===== src/rtl/riscv_wb_pkg.sv =====
// Shared widths, default queue depth and the queued write-back entry type
// for the register-bank write-back stage.
package riscv_wb_pkg;

   localparam int XLEN          = 32;
   localparam int REG_ADDR_W    = 5;
   localparam int DEFAULT_DEPTH = 4;

   typedef struct packed {
      logic [REG_ADDR_W-1:0] rd;
      logic [XLEN-1:0]       data;
   } wb_entry_t;

endpackage


===== src/rtl/writeback_arbiter_if.sv =====
// Execute/memory-side request signals, decode hazard query and the
// register-bank write port of the write-back stage.
interface writeback_arbiter_if;
   import riscv_wb_pkg::*;

   logic                  alu_valid;
   logic [REG_ADDR_W-1:0] alu_rd;
   logic [XLEN-1:0]       alu_data;
   logic                  load_issue;
   logic [REG_ADDR_W-1:0] load_issue_rd;
   logic                  mem_valid;
   logic [XLEN-1:0]       mem_data;
   logic [REG_ADDR_W-1:0] rs1;
   logic [REG_ADDR_W-1:0] rs2;
   logic                  full;
   logic                  load_busy;
   logic                  hazard_rs1;
   logic                  hazard_rs2;
   logic                  RegWrite;
   logic [REG_ADDR_W-1:0] rd;
   logic [XLEN-1:0]       Write_Data;

   modport slave (
      input  alu_valid, alu_rd, alu_data, load_issue, load_issue_rd,
             mem_valid, mem_data, rs1, rs2,
      output full, load_busy, hazard_rs1, hazard_rs2, RegWrite, rd, Write_Data
   );

   modport master (
      output alu_valid, alu_rd, alu_data, load_issue, load_issue_rd,
             mem_valid, mem_data, rs1, rs2,
      input  full, load_busy, hazard_rs1, hazard_rs2, RegWrite, rd, Write_Data
   );

endinterface


===== src/rtl/wb_fifo.sv =====
// Two-write/one-read circular queue of write-back entries; drains one entry
// per cycle and exposes every occupied destination for hazard comparison.
module wb_fifo
   import riscv_wb_pkg::*;
#(
   parameter  int DEPTH = DEFAULT_DEPTH,
   localparam int PTR_W = $clog2(DEPTH),
   localparam int CNT_W = $clog2(DEPTH + 1)
) (
   input  logic                                 clk,
   input  logic                                 reset,
   input  logic                                 wr0_en,
   input  wb_entry_t                            wr0_entry,
   input  logic                                 wr1_en,
   input  wb_entry_t                            wr1_entry,
   output logic [CNT_W-1:0]                     count,
   output wb_entry_t                            head,
   output logic [DEPTH-1:0]                     occ_valid,
   output logic [DEPTH-1:0][REG_ADDR_W-1:0]     occ_rd
);

   wb_entry_t        mem [DEPTH];
   logic [PTR_W-1:0] wr_ptr;
   logic [PTR_W-1:0] rd_ptr;
   logic [PTR_W-1:0] wr1_ptr;
   logic [CNT_W-1:0] n_enq;
   logic             deq;

   assign deq     = (count != '0);
   assign n_enq   = CNT_W'(wr0_en) + CNT_W'(wr1_en);
   // The second write lands behind the first only when the first is present.
   assign wr1_ptr = wr_ptr + PTR_W'(wr0_en);

   // NOTE: clocked state uses <= so every register samples pre-edge values.
   always_ff @(posedge clk or negedge reset) begin
      if (!reset) begin
         count  <= '0;
         wr_ptr <= '0;
         rd_ptr <= '0;
      end else begin
         count  <= count + n_enq - CNT_W'(deq);
         wr_ptr <= wr_ptr + PTR_W'(n_enq);
         rd_ptr <= rd_ptr + PTR_W'(deq);
      end
   end

   // NOTE: storage is not reset; count alone decides which slots hold data.
   always_ff @(posedge clk) begin
      if (wr0_en) mem[wr_ptr]  <= wr0_entry;
      if (wr1_en) mem[wr1_ptr] <= wr1_entry;
   end

   assign head = mem[rd_ptr];

   // NOTE: outputs get a default before the loop so no path infers a latch.
   always_comb begin
      logic [PTR_W-1:0] off;
      occ_valid = '0;
      occ_rd    = '0;
      off       = '0;
      for (int i = 0; i < DEPTH; i++) begin
         off          = PTR_W'(i) - rd_ptr;
         occ_valid[i] = (CNT_W'(off) < count);
         occ_rd[i]    = mem[i].rd;
      end
   end

endmodule


===== src/rtl/writeback_arbiter.sv =====
// Write-back stage: merges ALU results and single-outstanding load responses
// into the register-bank write port and flags decode operand hazards.
module writeback_arbiter
   import riscv_wb_pkg::*;
#(
   parameter int DEPTH = DEFAULT_DEPTH
) (
   input logic                 clk,
   input logic                 reset,
   writeback_arbiter_if.slave  wb
);

   localparam int CNT_W = $clog2(DEPTH + 1);

   logic                             load_busy;
   logic [REG_ADDR_W-1:0]            load_rd;
   logic                             mem_accept;
   logic                             full;
   logic                             wr0_en;
   logic                             wr1_en;
   wb_entry_t                        wr0_entry;
   wb_entry_t                        wr1_entry;
   logic [CNT_W-1:0]                 count;
   wb_entry_t                        head;
   logic [DEPTH-1:0]                 occ_valid;
   logic [DEPTH-1:0][REG_ADDR_W-1:0] occ_rd;
   logic                             hit_rs1;
   logic                             hit_rs2;

   assign mem_accept = wb.mem_valid && load_busy;
   // Registered count leaves room for one load plus one ALU result.
   assign full       = (count > CNT_W'(DEPTH - 2));

   // Load response first so a same-rd ALU result retires after it.
   assign wr0_en    = mem_accept && (load_rd != '0);
   assign wr0_entry = '{rd: load_rd, data: wb.mem_data};
   assign wr1_en    = wb.alu_valid && !full && (wb.alu_rd != '0);
   assign wr1_entry = '{rd: wb.alu_rd, data: wb.alu_data};

   always_ff @(posedge clk or negedge reset) begin
      if (!reset) begin
         load_busy <= 1'b0;
         load_rd   <= '0;
      end else if (wb.load_issue && (!load_busy || mem_accept)) begin
         load_busy <= 1'b1;
         load_rd   <= wb.load_issue_rd;
      end else if (mem_accept) begin
         load_busy <= 1'b0;
      end
   end

   wb_fifo #(.DEPTH(DEPTH)) u_fifo (
      .clk       (clk),
      .reset     (reset),
      .wr0_en    (wr0_en),
      .wr0_entry (wr0_entry),
      .wr1_en    (wr1_en),
      .wr1_entry (wr1_entry),
      .count     (count),
      .head      (head),
      .occ_valid (occ_valid),
      .occ_rd    (occ_rd)
   );

   always_comb begin
      hit_rs1 = load_busy && (load_rd == wb.rs1);
      hit_rs2 = load_busy && (load_rd == wb.rs2);
      for (int i = 0; i < DEPTH; i++) begin
         if (occ_valid[i] && (occ_rd[i] == wb.rs1)) hit_rs1 = 1'b1;
         if (occ_valid[i] && (occ_rd[i] == wb.rs2)) hit_rs2 = 1'b1;
      end
   end

   assign wb.hazard_rs1 = (wb.rs1 != '0) && hit_rs1;
   assign wb.hazard_rs2 = (wb.rs2 != '0) && hit_rs2;
   assign wb.full       = full;
   assign wb.load_busy  = load_busy;
   assign wb.RegWrite   = (count != '0);
   assign wb.rd         = wb.RegWrite ? head.rd   : '0;
   assign wb.Write_Data = wb.RegWrite ? head.data : '0;

endmodule


===== src/flat_wrapper.sv =====
// flat-port wrapper written by rule: the top's interface ports become plain ports
module writeback_arbiter_flat import riscv_wb_pkg::*;
#(
   parameter int DEPTH = DEFAULT_DEPTH
)
  (clk, reset, wb_alu_valid, wb_alu_rd, wb_alu_data, wb_load_issue, wb_load_issue_rd, wb_mem_valid, wb_mem_data, wb_rs1, wb_rs2, wb_full, wb_load_busy, wb_hazard_rs1, wb_hazard_rs2, wb_RegWrite, wb_rd, wb_Write_Data);
  writeback_arbiter_if wb_i ();
  input logic clk;
  input logic reset;
  input wire logic [$bits(wb_i.alu_valid)-1:0] wb_alu_valid;
  input wire logic [$bits(wb_i.alu_rd)-1:0] wb_alu_rd;
  input wire logic [$bits(wb_i.alu_data)-1:0] wb_alu_data;
  input wire logic [$bits(wb_i.load_issue)-1:0] wb_load_issue;
  input wire logic [$bits(wb_i.load_issue_rd)-1:0] wb_load_issue_rd;
  input wire logic [$bits(wb_i.mem_valid)-1:0] wb_mem_valid;
  input wire logic [$bits(wb_i.mem_data)-1:0] wb_mem_data;
  input wire logic [$bits(wb_i.rs1)-1:0] wb_rs1;
  input wire logic [$bits(wb_i.rs2)-1:0] wb_rs2;
  output wire logic [$bits(wb_i.full)-1:0] wb_full;
  output wire logic [$bits(wb_i.load_busy)-1:0] wb_load_busy;
  output wire logic [$bits(wb_i.hazard_rs1)-1:0] wb_hazard_rs1;
  output wire logic [$bits(wb_i.hazard_rs2)-1:0] wb_hazard_rs2;
  output wire logic [$bits(wb_i.RegWrite)-1:0] wb_RegWrite;
  output wire logic [$bits(wb_i.rd)-1:0] wb_rd;
  output wire logic [$bits(wb_i.Write_Data)-1:0] wb_Write_Data;
  assign wb_i.alu_valid = wb_alu_valid;
  assign wb_i.alu_rd = wb_alu_rd;
  assign wb_i.alu_data = wb_alu_data;
  assign wb_i.load_issue = wb_load_issue;
  assign wb_i.load_issue_rd = wb_load_issue_rd;
  assign wb_i.mem_valid = wb_mem_valid;
  assign wb_i.mem_data = wb_mem_data;
  assign wb_i.rs1 = wb_rs1;
  assign wb_i.rs2 = wb_rs2;
  assign wb_full = wb_i.full;
  assign wb_load_busy = wb_i.load_busy;
  assign wb_hazard_rs1 = wb_i.hazard_rs1;
  assign wb_hazard_rs2 = wb_i.hazard_rs2;
  assign wb_RegWrite = wb_i.RegWrite;
  assign wb_rd = wb_i.rd;
  assign wb_Write_Data = wb_i.Write_Data;
  writeback_arbiter #(.DEPTH(DEPTH)) u_core (.clk(clk), .reset(reset), .wb(wb_i));
endmodule

===== config.mk =====
export PLATFORM = sky130hd
export DESIGN_NAME = writeback_arbiter_flat
export DESIGN_NICKNAME = d
export VERILOG_FILES = /design/src/rtl/riscv_wb_pkg.sv /design/src/rtl/writeback_arbiter_if.sv /design/src/rtl/wb_fifo.sv /design/src/rtl/writeback_arbiter.sv /design/src/flat_wrapper.sv
export SDC_FILE = /design/constraint.sdc
export NUM_CORES = 1
export LEC_CHECK = 0
export ABC_AREA = 1
export CAP_MARGIN = 0
export CORE_MARGIN = 10
export CORE_UTILIZATION = 40
export CTS_BUF_LIST = sky130_fd_sc_hd__clkbuf_8
export DETAILED_ROUTE_END_ITERATION = 12
export SLEW_MARGIN = 20
export SYNTH_ARGS = -nofsm -noshare
export SYNTH_HDL_FRONTEND = slang
export SYNTH_SLANG_ARGS = --single-unit

===== constraint.sdc =====
create_clock -name clk -period 4.65 [get_ports clk]
set_input_delay 0.93 -clock clk [delete_from_list [all_inputs] [get_ports clk]]
set_output_delay 0.93 -clock clk [all_outputs]
set_load 0.05 [all_outputs]

**After elaboration in Yosys (flattened, before gate mapping)**

Memories as Yosys holds them, arrays and structs flattened.
Cells that the tools add are included.

- Add/subtract/negate cells: 10
- $lt $le $gt $ge: 5
- Eq/ne operators: 10
- Multiplexer cells: 16
- Reduce and logical (&&, ||, !) cells: 26

Operators with widths:

| operator | count |
|---|---|
| equality test 5 bit | 10 |
| 2-to-1 mux 32 bit | 1 |
| nonzero test 5 bit | 4 |
| logical AND 1 bit | 17 |
| 2-to-1 mux 1 bit | 14 |
| less-than comparator 2 x 3 -> 1 bit | 4 |
| 2-to-1 mux 5 bit | 1 |
| adder 2 x 1 -> 2 bit | 2 |
| subtractor 1 x 2 -> 2 bit (first input constant) | 2 |
| subtractor 2 bit (first input constant) | 2 |
| adder 3 x 2 -> 3 bit | 1 |
| greater-than comparator 3 x 2 -> 1 bit (second input constant) | 1 |
| nonzero test 3 bit | 1 |
| subtractor 3 x 1 -> 3 bit | 1 |
| adder 1 x 1 -> 2 bit | 1 |
| adder 2 bit | 1 |
| zero test 1 bit | 2 |
| nonzero test 2 bit | 1 |
| logical OR 1 bit | 1 |

- Register bits: 13
- RAM bits: 148
- Input bits: 89
- Output and inout bits: 42
- Memories: 1

Memories:

| name | words | width | rd ports | clocked after memory_dff | wr ports | RTL line | RTL |
|---|---|---|---|---|---|---|---|
| u_core.u_fifo.mem | 4 | 37 | 5 | 0 | 2 | wb_fifo.sv:22 | `wb_entry_t mem [DEPTH];` |

**Depth between registers and ports, before layout**

Gate-level depths: netlist (run 1).

- Word-level depth: 8
- Mapped depth: 14
- Gate-level depth less buffers: 12

**Hierarchy**

From an unflattened synthesis (run 1), not the netlist that was laid out.

- Cells, all modules: 1279
- Area, all modules: 9845.7 µm²

Modules (own cells, without submodules):

| module | instances | cells each | area each (µm²) | sequential area each (µm²) |
|---|---|---|---|---|
| wb_fifo | 1 | 959 | 8409.3 | 4619.4 |
| writeback_arbiter | 1 | 320 | 1436.4 | 150.1 |

**Worst setup path after synthesis (run 1)**

No wires, ideal clock.

- Path type: in2reg
- Start: input wb_mem_valid
- End: memory u_core.u_fifo.mem[0][0] (netlist name), enable pin
- Setup time: 483 ps
- Arrival time: 3946 ps
- Data required time: 4167 ps
- Slack: 221 ps
- Stages: 3
- Path buffers: 0
- Cells stage by stage: nand3_1 -> or2_2 -> o21ai_0

RTL lines:

| element | RTL line | RTL |
|---|---|---|
| from (decl) | flat_wrapper.sv:15 | `input wire logic [$bits(wb_i.mem_valid)-1:0] wb_mem_valid;` |
| to (decl) | wb_fifo.sv:22 |  |

**Final worst setup path (run 1)**

- Start: register u_core.u_fifo.rd_ptr[1]
- End: output wb_hazard_rs2

- Word-level cells in the longest chain between the ends: 8
- Elaborated cells between the ends (all ways): 17

RTL lines:

| element | RTL line | RTL |
|---|---|---|
| from (decl) | wb_fifo.sv:24 | `logic [PTR_W-1:0] rd_ptr;` |
| from (signal assigned) | wb_fifo.sv:43 | `rd_ptr <= rd_ptr + PTR_W'(deq);` |
| subtractor 1 x 2 -> 2 bit | wb_fifo.sv:62 | `off = PTR_W'(i) - rd_ptr;` |
| less-than comparator 2 x 3 -> 1 bit | wb_fifo.sv:63 | `occ_valid[i] = (CNT_W'(off) < count);` |
| logical AND 1 bit | writeback_arbiter.sv:70 | `if (occ_valid[i] && (occ_rd[i] == wb.rs2)) hit_rs2 = 1'b1;` |
| 2-to-1 mux 1 bit (3 in series) | writeback_arbiter.sv:70 |  |
| 2-to-1 mux 1 bit (*) | writeback_arbiter.sv:70 |  |
| logical AND 1 bit (*) | writeback_arbiter.sv:75 | `assign wb.hazard_rs2 = (wb.rs2 != '0) && hit_rs2;` |
| to (decl) | flat_wrapper.sv:22 | `output wire logic [$bits(wb_i.hazard_rs2)-1:0] wb_hazard_rs2;` |

Mark *: on every way between the ends. The rest lies on a longest branch, timed or not.

==> results.sh, run 1 <==
export IMPL_outcome="complete, no violations"
export IMPL_regToRegSetupSlack_ps=1650
export IMPL_antenna_found_initial=0
export IMPL_area_growth_pct=20.4
export IMPL_worstPathCellList="buf_4 -> nand2_1 -> inv_1 -> buf_4 -> or2_2 -> ha_1 -> a21boi_0 -> o21ai_0 -> nand3_1 -> nand3_1 -> nor2_1 -> nor2_1 -> buf_4"
export IMPL_ys_flop_type="edfxtp_1"
export IMPL_grt_overflow_total=0
export IMPL_hold_viol_final=0
export IMPL_synthDistinctLibCells=32
export IMPL_drive_above_1_share=0.0647
export IMPL_route_detailed_drc=0
export IMPL_post_cts_buffers=0
export IMPL_min_path_cells=1
export IMPL_cts_tree="built"
export IMPL_synth_nets=1026
export IMPL_grt_total_usage=0.172
export IMPL_ant_nets=0
export IMPL_end_kind="output port"
export IMPL_post_route_util=0.486
export IMPL_worst_pin_slew_ps=935
export IMPL_fillCellCount=2053
export IMPL_synth_top_area_cell="edfxtp_1"
export IMPL_ff_latch_area_sq_um=4770
export IMPL_place_congestion=0.864
export IMPL_multi_input_area_sq_um=3310
export IMPL_numCtsBuffers=17
export IMPL_cts_clk_slew_worst_paths_ps=80
export IMPL_synthCells=925
export IMPL_hp_class="register to register"
export IMPL_crit_fanout=28
export IMPL_ir_drop_v=0.000418
export IMPL_critPathLaunchType="register"
export IMPL_vias=6996
export IMPL_synth_edff_count=148
export IMPL_drtIter0Drc=547
export IMPL_die_h_microns=168
export IMPL_r2r_cells=10
export IMPL_finalSetupViolations=0
export IMPL_finClkSkew_ps=9.72
export IMPL_grt_pass1_vias=6921
export IMPL_die_x_microns=168
export IMPL_period_needed_ps=4240
export IMPL_final_net_count=1125
export IMPL_ys_seq_elements=161
export IMPL_drt_wl_total_microns=24800
export IMPL_finalSetupTns_ps=0
export IMPL_grt_max_degree=75
export IMPL_fin_crit_sh=0.912
export IMPL_power_share_switching=0.482
export IMPL_antennaDiodeCount=0
export IMPL_ys_top_cells_by_area="edfxtp_1, nand2_1, o21ai_0"
export IMPL_core_area_sq_um=21600
export IMPL_row_count=54
export IMPL_slew_limit_headroom=0.377
export IMPL_power_density_nw_per_um2=662
export IMPL_pwr_share_clk=0.128
export IMPL_clock_sinks=161
export IMPL_cts_root_buf="clkbuf_8"
export IMPL_hold_end="u_core.u_fifo.wr_ptr[0]"
export IMPL_power_frac_comb=0.548
export IMPL_cts_max_path_buffers=2
export IMPL_power_w=0.00696
export IMPL_cp_arrival_ps=3310
export IMPL_dieArea_sq_um=28100
export IMPL_dp_hpwl_microns=16100
export IMPL_hold_path_startpoint="u_core.u_fifo.wr_ptr[0]"
export IMPL_cp_slowest_stage_delay_ps=610
export IMPL_layout_cells_most_common="nand2_1"
export IMPL_io_pins=131
export IMPL_port_buffers=130
export IMPL_maxSlewViolCount=0
export IMPL_r2r_start="u_core.load_rd[2]"
export IMPL_clock_fmax_ghz=0.236
export IMPL_viasPerCell=5.32
export IMPL_crit_slowest_cell="dfrtp_2"
export IMPL_critical_path_class="register to output port"
export IMPL_cts_resized=0
export IMPL_worstSkewPairLatency_ps=450
export IMPL_synth_area_per_cell_sq_um=9.44
export IMPL_initial_core_util=0.404
export IMPL_p_seq_frac=0.323
export IMPL_crit_top_cell="buf_4"
export IMPL_wl_per_cell_microns=18.9
export IMPL_final_cell_mix="nand2_1, edfxtp_1, clkdlybuf4s50_1"
export IMPL_rsz0062_at_grt="no"
export IMPL_cap_violations=0
export IMPL_required_ps=3720
export IMPL_netlist_area_leader_share=0.509
export IMPL_htree_levels=4
export IMPL_yosys_warnings=0
export IMPL_leakagePower_nw=4.14
export IMPL_grt_first_pass_wirelength_microns=38300
export IMPL_cts_hold_buf=0
export IMPL_async_flop_share=0.0807
export IMPL_drt_pre_antenna_iters=5
export IMPL_switching_power_w=0.00336
export IMPL_reg2reg_to="u_core.u_fifo.mem[3][11]"
export IMPL_ys_seq_area_frac=0.546
export IMPL_power_internal_w=0.00360
export IMPL_syn_area_sq_um=8730
[cell families (layout without fill, tap and decap cells)]
logic type,Yosys count,in the layout,share of synthesized area
buffers and inverters,139,250,0.0811
AND/OR/NAND/NOR,323,323,0.149
multiplexers,2,2,0.00258
AO/OA/AOI/OAI,244,244,0.159
adder cells (fa/ha/maj),12,12,0.0180
flip-flops,161,161,0.546
XOR/XNOR,44,44,0.0441
[synth_stat cells, types with 24 or more instances]
cell        n
clkbuf_1   35
nor2_1     33
edfxtp_1  148
o21ai_0    82
a22oi_1    35
a31oi_1    36
buf_6      24
xor2_1     34
nand3_1    49
inv_1      69
o21ai_1    76
nand2_1   225
[how the worst max path moves through the flow]
stage	from	endpoint	cells after the start
3_5_place_dp	u_core.u_fifo.rd_ptr[1]	wb_hazard_rs1	13
4_1_cts	u_core.u_fifo.rd_ptr[1]	wb_hazard_rs1	13
3_3_place_gp	u_core.u_fifo.rd_ptr[1]	wb_hazard_rs1	13
5_1_grt	u_core.u_fifo.rd_ptr[1]	wb_hazard_rs1	13
6_report	u_core.u_fifo.rd_ptr[1]	wb_hazard_rs2	13
2_1_floorplan	wb_mem_valid	u_core.u_fifo.mem[0][0]	3
[stage by stage]
| step | hold WS [ps] | worst slack (ps) | std cells | instance area [sq um] |
|---|---|---|---|---|
| 2_1_floorplan | 521 | 221 | 925 | 8730 |
| 3_3_place_gp | 554 | 975 | 1285 | 10200 |
| 3_5_place_dp | 557 | 878 | 1285 | 10200 |
| 4_1_cts | 576 | 371 | 1316 | 10500 |
| 5_1_grt | 593 | 115 | 1316 | 10500 |
| 6_report | 569 | 410 | 1316 | 10500 |
[power groups by stage]
stage	logic [W]	clock network (W)	registers, W
6_report	0.00381	0.000894	0.00225
3_5_place_dp	0.00384	0	0.00228
5_1_grt	0.00411	0.000959	0.00228
4_1_cts	0.00385	0.000908	0.00225
3_3_place_gp	0.00382	0	0.00227
2_1_floorplan	0.00258	0	0.00223
[critical path: cells and delay by family (launching register included)]
family / cells / cell delay (ps)
fa+ha+maj: 1 / 220
flops: 1 / 610
simple gates: 6 / 620
compound gates: 2 / 370
buf+inv: 4 / 1040
[state kept, by name (all words and copies together) (netlist names)]
register              cells
u_core.load_rd            5
u_core.u_fifo.wr_ptr      2
u_core.u_fifo.mem       148
u_core.u_fifo.count       3
u_core.wb.load_busy       1
u_core.u_fifo.rd_ptr      2
[metal layers]
metal / vias to the layer above / global-route usage / part of all wire / routed length, microns
li1: 3409 / - / - / -
met1: 3262 / 0.217 / 0.44 / 10900
met2: 295 / 0.278 / 0.47 / 11700
met3: 30 / 0.0491 / 0.076 / 1880
met4: 0 / 0.0530 / 0.015 / 364
met5: - / 0 / 0 / 0
[layout make-up]
class                           count  area share
Sequential cell                   161       0.454
Multi-Input combinational cell    625       0.315
Timing Repair Buffer              148       0.141
Tap cell                          280      0.0333
Inverter                           71      0.0255
Clock buffer                       17      0.0223
Clock inverter                     14     0.00893
Power figures use the tool's default switching activity.
==> run 2: changes to the inputs <==
--- a/config.mk
+++ b/config.mk
@@ -5,10 +5,9 @@
 export SDC_FILE = /design/constraint.sdc
 export NUM_CORES = 1
 export LEC_CHECK = 0
-export ABC_AREA = 1
 export CAP_MARGIN = 0
 export CORE_MARGIN = 10
-export CORE_UTILIZATION = 40
+export CORE_UTILIZATION = 27
 export CTS_BUF_LIST = sky130_fd_sc_hd__clkbuf_8
 export DETAILED_ROUTE_END_ITERATION = 12
 export SLEW_MARGIN = 20
==> results.sh, run 2 <==
export IMPL_outcome="complete, no violations"
export IMPL_power_density_nw_per_um2=642
export IMPL_core_area_sq_um=32500
export IMPL_top_regs="u_core.u_fifo.mem x148, u_core.load_rd x5, u_core.u_fifo.count x3"
export IMPL_power_w=0.00718
export IMPL_hp_class="register to register"
export IMPL_maxSlewViolCount=0
export IMPL_grt_total_usage=0.116
export IMPL_r2r_start="u_core.load_rd[1]"
export IMPL_fillCellCount=3187
export IMPL_drt_pre_antenna_iters=4
export IMPL_clock_fmax_ghz=0.233
export IMPL_layout_cells_most_common="edfxtp_1"
export IMPL_critPathLaunchType="register"
export IMPL_cts_root_buf="clkbuf_8"
export IMPL_yosys_warnings=0
export IMPL_syn_area_sq_um=8910
export IMPL_dieArea_sq_um=40700
export IMPL_post_synth_top_count_cell="edfxtp_1"
export IMPL_drt_wl_total_microns=23500
export IMPL_finClkSkew_ps=13.2
export IMPL_grt_overflow_total=0
export IMPL_cp_arrival_ps=3370
export IMPL_ys_seq_area_frac=0.536
export IMPL_clock_sinks=161
export IMPL_port_buffers=130
export IMPL_grt_first_pass_wirelength_microns=35600
export IMPL_leakagePower_nw=3.71
export IMPL_fin_crit_sh=0.924
export IMPL_numCtsBuffers=17
export IMPL_async_flop_share=0.0807
export IMPL_regToRegSetupSlack_ps=1050
export IMPL_synth_nets=676
export IMPL_place_congestion=0.840
export IMPL_dpl_cell_count=1118
export IMPL_min_path_cells=1
export IMPL_place_area_sq_um=10800
export IMPL_htree_levels=4
export IMPL_required_ps=3720
export IMPL_grt_pass1_vias=5675
export IMPL_ant_nets=0
export IMPL_grt_max_degree=38
export IMPL_period_needed_ps=4300
export IMPL_cap_violations=0
export IMPL_netlist_area_leader_share=0.499
export IMPL_drtIter0Drc=310
export IMPL_final_area_sq_um=11200
export IMPL_row_count=66
export IMPL_dp_hpwl_microns=15600
export IMPL_synthDistinctLibCells=36
export IMPL_wl_per_cell_microns=20.4
export IMPL_hold_path_startpoint="u_core.u_fifo.wr_ptr[1]"
export IMPL_drive_above_1_share=0.353
export IMPL_fin_ws_ps=354
export IMPL_largest_register_ffs=148
export IMPL_synth_common_cells="edfxtp_1, mux2_2, nor2b_1, mux4_2"
export IMPL_ys_flop_type="edfxtp_1"
export IMPL_die_x_microns=202
export IMPL_cts_resized=0
export IMPL_multi_input_area_sq_um=3920
export IMPL_synth_top_area_cell="edfxtp_1"
export IMPL_cts_tree="built"
export IMPL_area_growth_pct=25.5
export IMPL_vias=5192
export IMPL_reg2reg_to="u_core.u_fifo.mem[3][5]"
export IMPL_io_pins=131
export IMPL_rsz0062_at_grt="no"
export IMPL_ir_drop_v=0.000295
export IMPL_finalSetupViolations=0
export IMPL_cts_clk_slew_worst_paths_ps=90
export IMPL_post_cts_buffers=0
export IMPL_ys_top_cells_by_area="edfxtp_1, mux2_2, mux4_2"
export IMPL_viasPerCell=4.51
export IMPL_dp_slack_ps=506
export IMPL_fin_cells=1150
export IMPL_ys_seq_elements=161
export IMPL_final_net_count=796
export IMPL_route_detailed_drc=0
export IMPL_critical_path_class="register to output port"
export IMPL_finalSetupTns_ps=0
export IMPL_final_cell_mix="edfxtp_1, mux2_2, clkdlybuf4s50_1"
export IMPL_synth_area_per_cell_sq_um=15.5
export IMPL_crit_fanout=19
export IMPL_worst_pin_slew_ps=836
export IMPL_antenna_found_initial=0
export IMPL_cts_hold_buf=0
export IMPL_end_kind="output port"
export IMPL_cts_max_path_buffers=2
export IMPL_regMostFlops="u_core.u_fifo.mem"
export IMPL_initial_core_util=0.274
export IMPL_synth_edff_count=148
export IMPL_slew_limit_headroom=0.441
export IMPL_worstSkewPairLatency_ps=470
export IMPL_r2r_cells=7
export IMPL_die_h_microns=202
export IMPL_hold_viol_final=0
export IMPL_synthCells=575
export IMPL_antennaDiodeCount=0
export IMPL_ff_latch_area_sq_um=4770
export IMPL_hold_end="u_core.u_fifo.wr_ptr[1]"
==> run 2: cell count changes in the layout (fill, tap and decap cells not counted), sizes merged, moves of 9 or more <==
cell / change
xnor2: +19
nor2: -30
nor4: +9
o21ai: -159
a31oi: -36
nand3: -43
a22oi: -35
nand2: -225
mux2: +151
inv: -54
mux4: +37
nor2b: +38
==> run 2: worst max path at each step <==
stage / from / endpoint / slack, ps / depth (start not counted)
2_1_floorplan: u_core.load_rd[1] / u_core.u_fifo.mem[3][0] / 770 / 6
3_3_place_gp: wb_rs1[3] / wb_hazard_rs1 / 510 / 7
3_5_place_dp: wb_rs2[2] / wb_hazard_rs2 / 510 / 7
4_1_cts: u_core.u_fifo.rd_ptr[1] / wb_hazard_rs2 / 260 / 9
5_1_grt: u_core.u_fifo.rd_ptr[1] / wb_hazard_rs2 / 20 / 9
6_report: u_core.u_fifo.rd_ptr[1] / wb_hazard_rs2 / 350 / 9
==> run 2: metal layers <==
metal  wire [microns]  GRT usage  vias to the layer above  part of all wire
li1                 -          -                     2421                 -
met1            10900      0.149                     2636              0.46
met2            11500      0.191                      116              0.49
met3              853     0.0281                       19             0.036
met4              282     0.0319                        0             0.012
met5                0          0                        -                 0
==> run 2: kinds of logic after synthesis <==
family / synth area share
AO/OA/AOI/OAI: 0.0114
AND/OR/NAND/NOR: 0.0534
XOR/XNOR: 0.0570
multiplexers: 0.295
adder cells (fa/ha/maj): 0.0177
flip-flops: 0.536
buffers and inverters: 0.0299
==> run 2: power breakdown <==
part / switching (W) / internal [W] / total [W] / leakage (nW)
clock: 0.000551 / 0.000581 / 0.00113 / 0.210
combinational: 0.00224 / 0.00154 / 0.00377 / 1.99
sequential: 0.000216 / 0.00206 / 0.00227 / 1.51
total: 0.00300 / 0.00417 / 0.00718 / 3.71
==> run 2: worst max-delay path: stages, from the launching register on <==
cell,delay [ps]
dfrtp_2,740
xor2_1,240
inv_1,60
ha_1,270
nand2b_1,70
o22ai_1,110
nor4_1,330
nor4_1,110
a21oi_1,150
clkdlybuf4s50_1,820
==> run 2: final cells by class <==
| class | count | share of cell area |
|---|---|---|
| multi-input cells | 354 | 0.351 |
| flip-flops and latches | 161 | 0.427 |
| inverters | 15 | 0.00504 |
| repair buffers | 146 | 0.129 |
| clock inverters | 15 | 0.0171 |
| clock buffers | 17 | 0.0209 |
| well taps | 442 | 0.0495 |
==> run 2: through the flow <==
stage,util,hold WS (ps)
final,0.344,598
after global routing,0.344,627
after CTS,0.344,600
after detailed placement,0.330,584
after global placement,0.330,576
after floorplan,-,464
